[src/rtl/apb_pkg.sv]
// Shared APB definitions: FSM state encoding and default bus widths,
// used by both the APB requester and the APB completer.
package apb_pkg;

  typedef enum logic [1:0] {
    IDLE   = 2'd0,
    SETUP  = 2'd1,
    ACCESS = 2'd2
  } apb_state_e;

  localparam int APB_ADDR_WIDTH = 8;
  localparam int APB_DATA_WIDTH = 32;

endpackage

[src/rtl/apb_timeout_cnt.sv]
// ACCESS wait-cycle counter for the APB requester; only instantiated
// when APB_MASTER_TIMEOUT_EN is defined.
module apb_timeout_cnt #(
  parameter int TIMEOUT = 16
) (
  input  logic i_clk,
  input  logic i_rst_n,
  input  logic i_clear,
  input  logic i_count,
  output logic o_expired
);

  localparam int CW = (TIMEOUT > 1) ? $clog2(TIMEOUT + 1) : 1;

  logic [CW-1:0] r_cnt;

  always_ff @(posedge i_clk or negedge i_rst_n) begin
    if (!i_rst_n) begin
      r_cnt <= '0;
    end else if (i_clear) begin
      r_cnt <= '0;
    end else if (i_count && !o_expired) begin
      r_cnt <= r_cnt + CW'(1);
    end
  end

  // Expires on the TIMEOUT-th wait cycle, counting the current one.
  assign o_expired = (r_cnt == CW'(TIMEOUT - 1));

endmodule

[src/rtl/apb_master.sv]
// APB requester: turns a valid/ready command stream into APB transfers and
// returns one response pulse per transfer. Optional abort: APB_MASTER_TIMEOUT_EN.
module apb_master
  import apb_pkg::*;
#(
  parameter int addrWidth = APB_ADDR_WIDTH,
  parameter int dataWidth = APB_DATA_WIDTH,
  parameter int TIMEOUT   = 16
) (
  input  logic                 PCLK,
  input  logic                 PRESENTn,
  input  logic                 cmd_valid,
  output logic                 cmd_ready,
  input  logic                 cmd_write,
  input  logic [addrWidth-1:0] cmd_addr,
  input  logic [dataWidth-1:0] cmd_wdata,
  output logic                 rsp_valid,
  output logic [dataWidth-1:0] rsp_rdata,
  output logic                 rsp_err,
  output logic [addrWidth-1:0] PADDR,
  output logic                 PWRITE,
  output logic                 PSELx,
  output logic                 PENABLE,
  output logic [dataWidth-1:0] PWDATA,
  input  logic [dataWidth-1:0] PRDATA,
  input  logic                 PREADY,
  input  logic                 PSLVERR
);

  apb_state_e r_state;
  apb_state_e w_next_state;

  logic [addrWidth-1:0] r_paddr;
  logic                 r_pwrite;
  logic [dataWidth-1:0] r_pwdata;
  logic                 r_rsp_valid;
  logic [dataWidth-1:0] r_rsp_rdata;
  logic                 r_rsp_err;

  logic w_ready;
  logic w_accept;
  logic w_complete;
  logic w_abort;

`ifdef APB_MASTER_TIMEOUT_EN
  logic w_expired;

  apb_timeout_cnt #(
    .TIMEOUT (TIMEOUT)
  ) u_timeout_cnt (
    .i_clk     (PCLK),
    .i_rst_n   (PRESENTn),
    .i_clear   (r_state == SETUP),
    .i_count   ((r_state == ACCESS) && !PREADY),
    .o_expired (w_expired)
  );

  assign w_abort = w_expired && (r_state == ACCESS) && !PREADY;
`else
  // Without the counter a stalled completer is waited on forever.
  assign w_abort = 1'b0 && (TIMEOUT > 0);
`endif

  always_ff @(posedge PCLK or negedge PRESENTn) begin
    if (!PRESENTn) begin
      r_state <= IDLE;
    end else begin
      r_state <= w_next_state;
    end
  end

  always_comb begin
    w_next_state = r_state;
    w_ready      = 1'b0;
    w_complete   = 1'b0;
    case (r_state)
      IDLE: begin
        w_ready = 1'b1;
        if (cmd_valid) begin
          w_next_state = SETUP;
        end
      end
      SETUP: begin
        w_next_state = ACCESS;
      end
      ACCESS: begin
        if (PREADY) begin
          w_ready      = 1'b1;
          w_complete   = 1'b1;
          w_next_state = cmd_valid ? SETUP : IDLE;
        end else if (w_abort) begin
          w_next_state = IDLE;
        end
      end
      default: begin
        w_next_state = IDLE;
      end
    endcase
  end

  assign w_accept = cmd_valid && w_ready;

  // PWDATA returns to zero whenever the bus goes idle; PADDR/PWRITE keep their value.
  always_ff @(posedge PCLK or negedge PRESENTn) begin
    if (!PRESENTn) begin
      r_paddr     <= '0;
      r_pwrite    <= 1'b0;
      r_pwdata    <= '0;
      r_rsp_valid <= 1'b0;
      r_rsp_rdata <= '0;
      r_rsp_err   <= 1'b0;
    end else begin
      if (w_accept) begin
        r_paddr  <= cmd_addr;
        r_pwrite <= cmd_write;
        r_pwdata <= cmd_wdata;
      end else if (w_complete || w_abort) begin
        r_pwdata <= '0;
      end
      r_rsp_valid <= w_complete || w_abort;
      r_rsp_rdata <= (w_complete && !r_pwrite) ? PRDATA : '0;
      r_rsp_err   <= w_complete ? PSLVERR : w_abort;
    end
  end

  assign cmd_ready = w_ready && PRESENTn;
  assign PADDR     = r_paddr;
  assign PWRITE    = r_pwrite;
  assign PWDATA    = r_pwdata;
  assign PSELx     = (r_state != IDLE);
  assign PENABLE   = (r_state == ACCESS);
  assign rsp_valid = r_rsp_valid;
  assign rsp_rdata = r_rsp_rdata;
  assign rsp_err   = r_rsp_err;

endmodule

[config.mk]
export PLATFORM = sky130hd
export DESIGN_NAME = apb_master
export DESIGN_NICKNAME = d
export VERILOG_FILES = /design/src/rtl/apb_pkg.sv /design/src/rtl/apb_timeout_cnt.sv /design/src/rtl/apb_master.sv
export SDC_FILE = /design/constraint.sdc
export NUM_CORES = 1
export LEC_CHECK = 0
export CAP_MARGIN = 10
export CORE_UTILIZATION = 39
export CTS_BUF_LIST = sky130_fd_sc_hd__clkbuf_8
export CTS_CLUSTER_DIAMETER = 100
export CTS_CLUSTER_SIZE = 30
export DETAILED_ROUTE_END_ITERATION = 6
export GPL_TIMING_DRIVEN = 0
export PLACE_DENSITY_LB_ADDON = 0.25
export SLEW_MARGIN = 20
export SYNTH_ARGS = -nofsm -noshare
export SYNTH_HDL_FRONTEND = slang
export SYNTH_SLANG_ARGS = --single-unit
[constraint.sdc]
create_clock -name PCLK -period 2 [get_ports PCLK]
set_input_delay 0.5 -clock PCLK [delete_from_list [all_inputs] [get_ports PCLK]]
set_output_delay 0.5 -clock PCLK [all_outputs]
set_load 0.05 [all_outputs]
# ---- Word-level counts from Yosys, hierarchy flattened
# Cells that the tools add are included.
dict set report word_totals {
  wordCells 30
  register_bits 77
  inputBits 78
  out_inout_bits 78
}
dict set report classes {
  n_mux 11
  n_reduce_logical 8
  eq_ne 4
}
# op n
set ops {}
lappend ops {{32-bit 2-to-1 mux} 3}
lappend ops {{2-bit one-hot mux with 3 select lines} 1}
lappend ops {{1-bit 2-to-1 mux} 4}
lappend ops {{2-bit 2-to-1 mux} 2}
lappend ops {{2-bit nonzero test} 2}
lappend ops {{1-bit logical AND} 3}
lappend ops {{2-bit by 1-bit == test with 1-bit output, second input constant} 1}
lappend ops {{2-bit == test, second input constant} 1}
lappend ops {{2-bit logical NOT} 1}
lappend ops {{2-bit by 1-bit inequality test with 1-bit output, second input constant} 1}
lappend ops {{2-bit inequality test, second input constant} 1}
lappend ops {{1-bit one-hot mux with 2 select lines} 1}
lappend ops {{2-bit AND reduction} 1}
lappend ops {{1-bit logical NOT} 1}

# ---- Logic depth before layout (Yosys ltp)
dict set report logic_depth {
  depth_word 4
  mapped_depth 5
  ltp_nobuf 3
}

# ---- Worst setup path before layout
# OpenSTA, ideal clock, no wires.
dict set report synth_path {
  path_kind {input-to-output}
  start {input PREADY}
  end {output cmd_ready}
  path_buffers 0
  arrival_ns 1.684
  cell_stages 2
  path_slack_ns -0.184
  required_ns 1.500
  cell_sequence {nor2b_4 -> nor3b_1}
}
dict set report synth_between {
  elab_chain_cells 3
}
# element line_no
set synth_rtl {}
lappend synth_rtl {{from (decl)} apb_master.sv:26} ;# input logic PREADY,
lappend synth_rtl {{1-bit 2-to-1 mux} apb_master.sv:87} ;# if (PREADY) begin
lappend synth_rtl {{1-bit one-hot mux with 2 select lines} apb_master.sv:76} ;# case (r_state)
lappend synth_rtl {{1-bit logical AND} apb_master.sv:126} ;# assign cmd_ready = w_ready && PRESENTn;
lappend synth_rtl {{to (decl)} apb_master.sv:13} ;# output logic cmd_ready,
# Every way passes these cells.

# ---- Worst setup path after layout
dict set report layout_path {
  start {register r_rsp_rdata[4], in the netlist rsp_rdata[4]}
  end {output rsp_rdata[4]}
}
# element line_no
set layout_rtl {}
lappend layout_rtl {{from (decl)} apb_master.sv:37} ;# logic [dataWidth-1:0] r_rsp_rdata;
lappend layout_rtl {{from (signal assigned)} apb_master.sv:121} ;# r_rsp_rdata <= (w_complete && !r_pwrite) ? PRDATA : '0;
lappend layout_rtl {{to (decl)} apb_master.sv:18} ;# output logic [dataWidth-1:0] rsp_rdata,
# No word-level cell between the ends.

==> results.yml <==
run_status:
  outcome: "completed"
worst_setup_path:
  slowest_stage: "clkdlybuf4s50_1"
  r2r-start: "r_state[1]$_DFFE_PN0P_"
  path_class: "flop to output port"
  path_buf_inv: 1
  cp-end-kind: "output port"
  crit_path_cell_trace: "clkdlybuf4s50_1"
  path_delay_family: "buffers and inverters"
  cp-startpoint: "rsp_rdata[4]$_DFF_PN0_"
  crit_path_max_fanout: 1
  crit_arrival_ns: 1.47
  start_kind: "flop"
  required_ns: 1.50
  max_stage_delay_ns: 0.80
synth:
  ys_types: 22
  synthMuxAreaShare_pct: 3.74
  yosys-top-cells-area: "dfrtp_1 (71%), a22o_1 (9.7%), and2_1 (7.4%)"
  synth-seq-area-share_pct: 71.2
  yosysMostFrequentCell: "dfrtp_1"
  synth_xor_area_share_pct: 0
  yosysTopAreaCellShare_pct: 71.2
  netlist_area_um2: 2710
  synth_top_family_by_area: "simple AND/OR/NAND/NOR gates"
  syn-mean-instance-area_um2: 15.6
  synthSimpleGateAreaFrac_pct: 11.3
  synth_nets: 252
  ys_top_cells_by_count: "dfrtp_1 (77), and2_1 (32), a22o_1 (30)"
  synthArstFlopShare_pct: 100
  synth_edf_count: 0
  synthCells: 174
  synth_fa_ha_area_share_pct: 0
  synth_seq_cells: 77
  yosysWarnings: 0
  synth_compound_area_share_pct: 10.7
  synth_flop_cell: "dfrtp_1"
  synth_top_cell_by_area: "dfrtp_1"
pwr:
  vdd_ir_drop_max_uv: 493
  p_leak_nw: 2.69
  p_per_area_nw_per_um2: 1100
cells_and_area:
  multi_input_area_um2: 703
  antenna_cells: 0
  drive_gt1_share_pct: 13.0
  seq_area_um2: 1930
  nets: 420
  synthToLayoutAreaGrowth_pct: 71.4
  fillers: 500
  final_cells: 426
clocking:
  cts_max_level: 3
  numCtsBuffers: 9
  root_buffer: "clkbuf_8"
  cts_tree: "yes"
  cts_hold_buffers: 0
  cts.sinks: 77
  post_cts_buffers: 0
  clk_latency_ns: 0.34
  clkTransAtPathRegs_ns: 0.08
  ctsLongestPathBuffers: 2
global_routing:
  grt_max_degree: 45
  track_usage_pct: 18.5
  grt_pass1_vias: 2083
  overflow: 0
  grt_pass1_wl_um: 10200
  antenna_found_initial: 0
min_path:
  min_path_type: "input pin to asynchronous set/reset pin"
sta:
  finalSetupViolations: 0
  min_period_ns: 1.97
  drv_slew: 0
  max_slew_margin_pct: 64.6
  hold_viol: 0
  max_freq_mhz: 508
  final.period_utilization_pct: 98.4
  setup_ws_ns: 0.0320
  worst_slew_pin_slew_ns: 0.529
  fin_worst_skew_ns: 0.00751
  rsz0062_at_grt: "no"
placement:
  pre_cts_ws_ns: -0.784
  routabilityCongestion: 0.677
  io_buffers: 155
  place_inst: 410
  dp_hpwl_um: 4630
die:
  start_util_pct: 40.1
  io_pins: 156
  num_rows: 30
  dieHeight_um: 85.3
  dieArea_um2: 7280
  core_area_um2: 6760
  die_x_um: 85.3
route:
  ant_nets: 0
  vias: 2001
  drt_pass1_iterations: 4
  drt-total-wl_um: 6430
  wl_per_cell_um: 15.1
  drt-initial-drc-count: 60
  vias_per_cell: 4.70
  drc_errors: 0
run:
  cap_violations: 0
-- cell type report --
| class | instances | share of cell area [%] |
|---|---|---|
| multi-input cells | 85 | 15.1 |
| inverters | 1 | 0.0809 |
| well taps | 80 | 2.16 |
| repair buffers | 157 | 34.8 |
| clock buffers | 10 | 2.96 |
| flip-flops and latches | 77 | 41.5 |
| clock inverters | 5 | 1.62 |
| plain buffers | 11 | 1.70 |
-- per-layer routing --
metal / up-vias / part of all wire [%] / track usage (%)
met2: 116 / 47 / 28.9
met3: 11 / 11 / 8.85
met1: 934 / 40 / 21.5
met5: - / 0 / 0
li1: 940 / - / -
met4: 0 / 1.6 / 8.64
-- cell usage in the layout, fill, tap and decap left out, types with 3 or more instances in the layout --
master            n
a22o_1           30
and2_1           32
buf_2             5
buf_6             5
clkbuf_1          3
clkbuf_8         10
clkdlybuf4s50_1  80
clkinv_2          3
dfrtp_1          77
dlygate4sd2_1    43
dlymetal6s2s_1   28
mux2_1            3
mux2_2            6
-- power breakdown --
part	leakage (nW)	switching [mW]	internal [mW]
registers	1.00	0.123	1.80
clock network	0.112	0.529	0.723
logic	1.57	1.26	0.656
total	2.69	1.91	3.18
-- stage by stage --
stage          TNS, ns  total power, mW  util [%]  hold slack [ns]  area [µm²]
6_report             0             5.09      68.7           0.0204        4640
4_1_cts              0             5.14      67.5          0.00814        4560
3_5_place_dp     -5.34             4.02      64.9            0.477        4380
3_3_place_gp   -173.71             3.99      64.6            0.470        4360
2_1_floorplan        0             3.23         -            0.204        2710
5_1_grt              0             5.31      68.7           0.0215        4640
-- worst paths after layout --
kind                                                end  slack, ns  cells past startpoint
worst min-delay path            rsp_rdata[21]$_DFF_PN0_       0.02                      1
max in group asynchronous          PADDR[2]$_DFFE_PN0P_       1.53                      2
worst max register to register     PADDR[1]$_DFFE_PN0P_       0.42                      4
worst max-delay path                       rsp_rdata[4]       0.03                      1
worst min register to register     PADDR[6]$_DFFE_PN0P_       0.49                      1
min in group PCLK                  PADDR[6]$_DFFE_PN0P_       0.49                      1
-- registers in the layout, summed over array words and instances (netlist names) --
register   count
rsp_rdata     32
PWRITE         1
r_state        2
rsp_valid      1
PADDR          8
PWDATA        32
rsp_err        1
-- kinds of logic (layout without fill, tap and decap cells) --
logic type             count (synthesis)  count (layout)
flip-flops                            77              77
buffers and inverters                 12             184
AND/OR/NAND/NOR                       43              43
AO/OA/AOI/OAI                         33              33
multiplexers                           9               9
-- what timing repair did --
action / in CTS / in global routing
cloned: 0 / 1
gates resized for setup: 59 / 32
endpoints found under the setup margin: 45 / 31
Power figures use the tool's default switching activity.
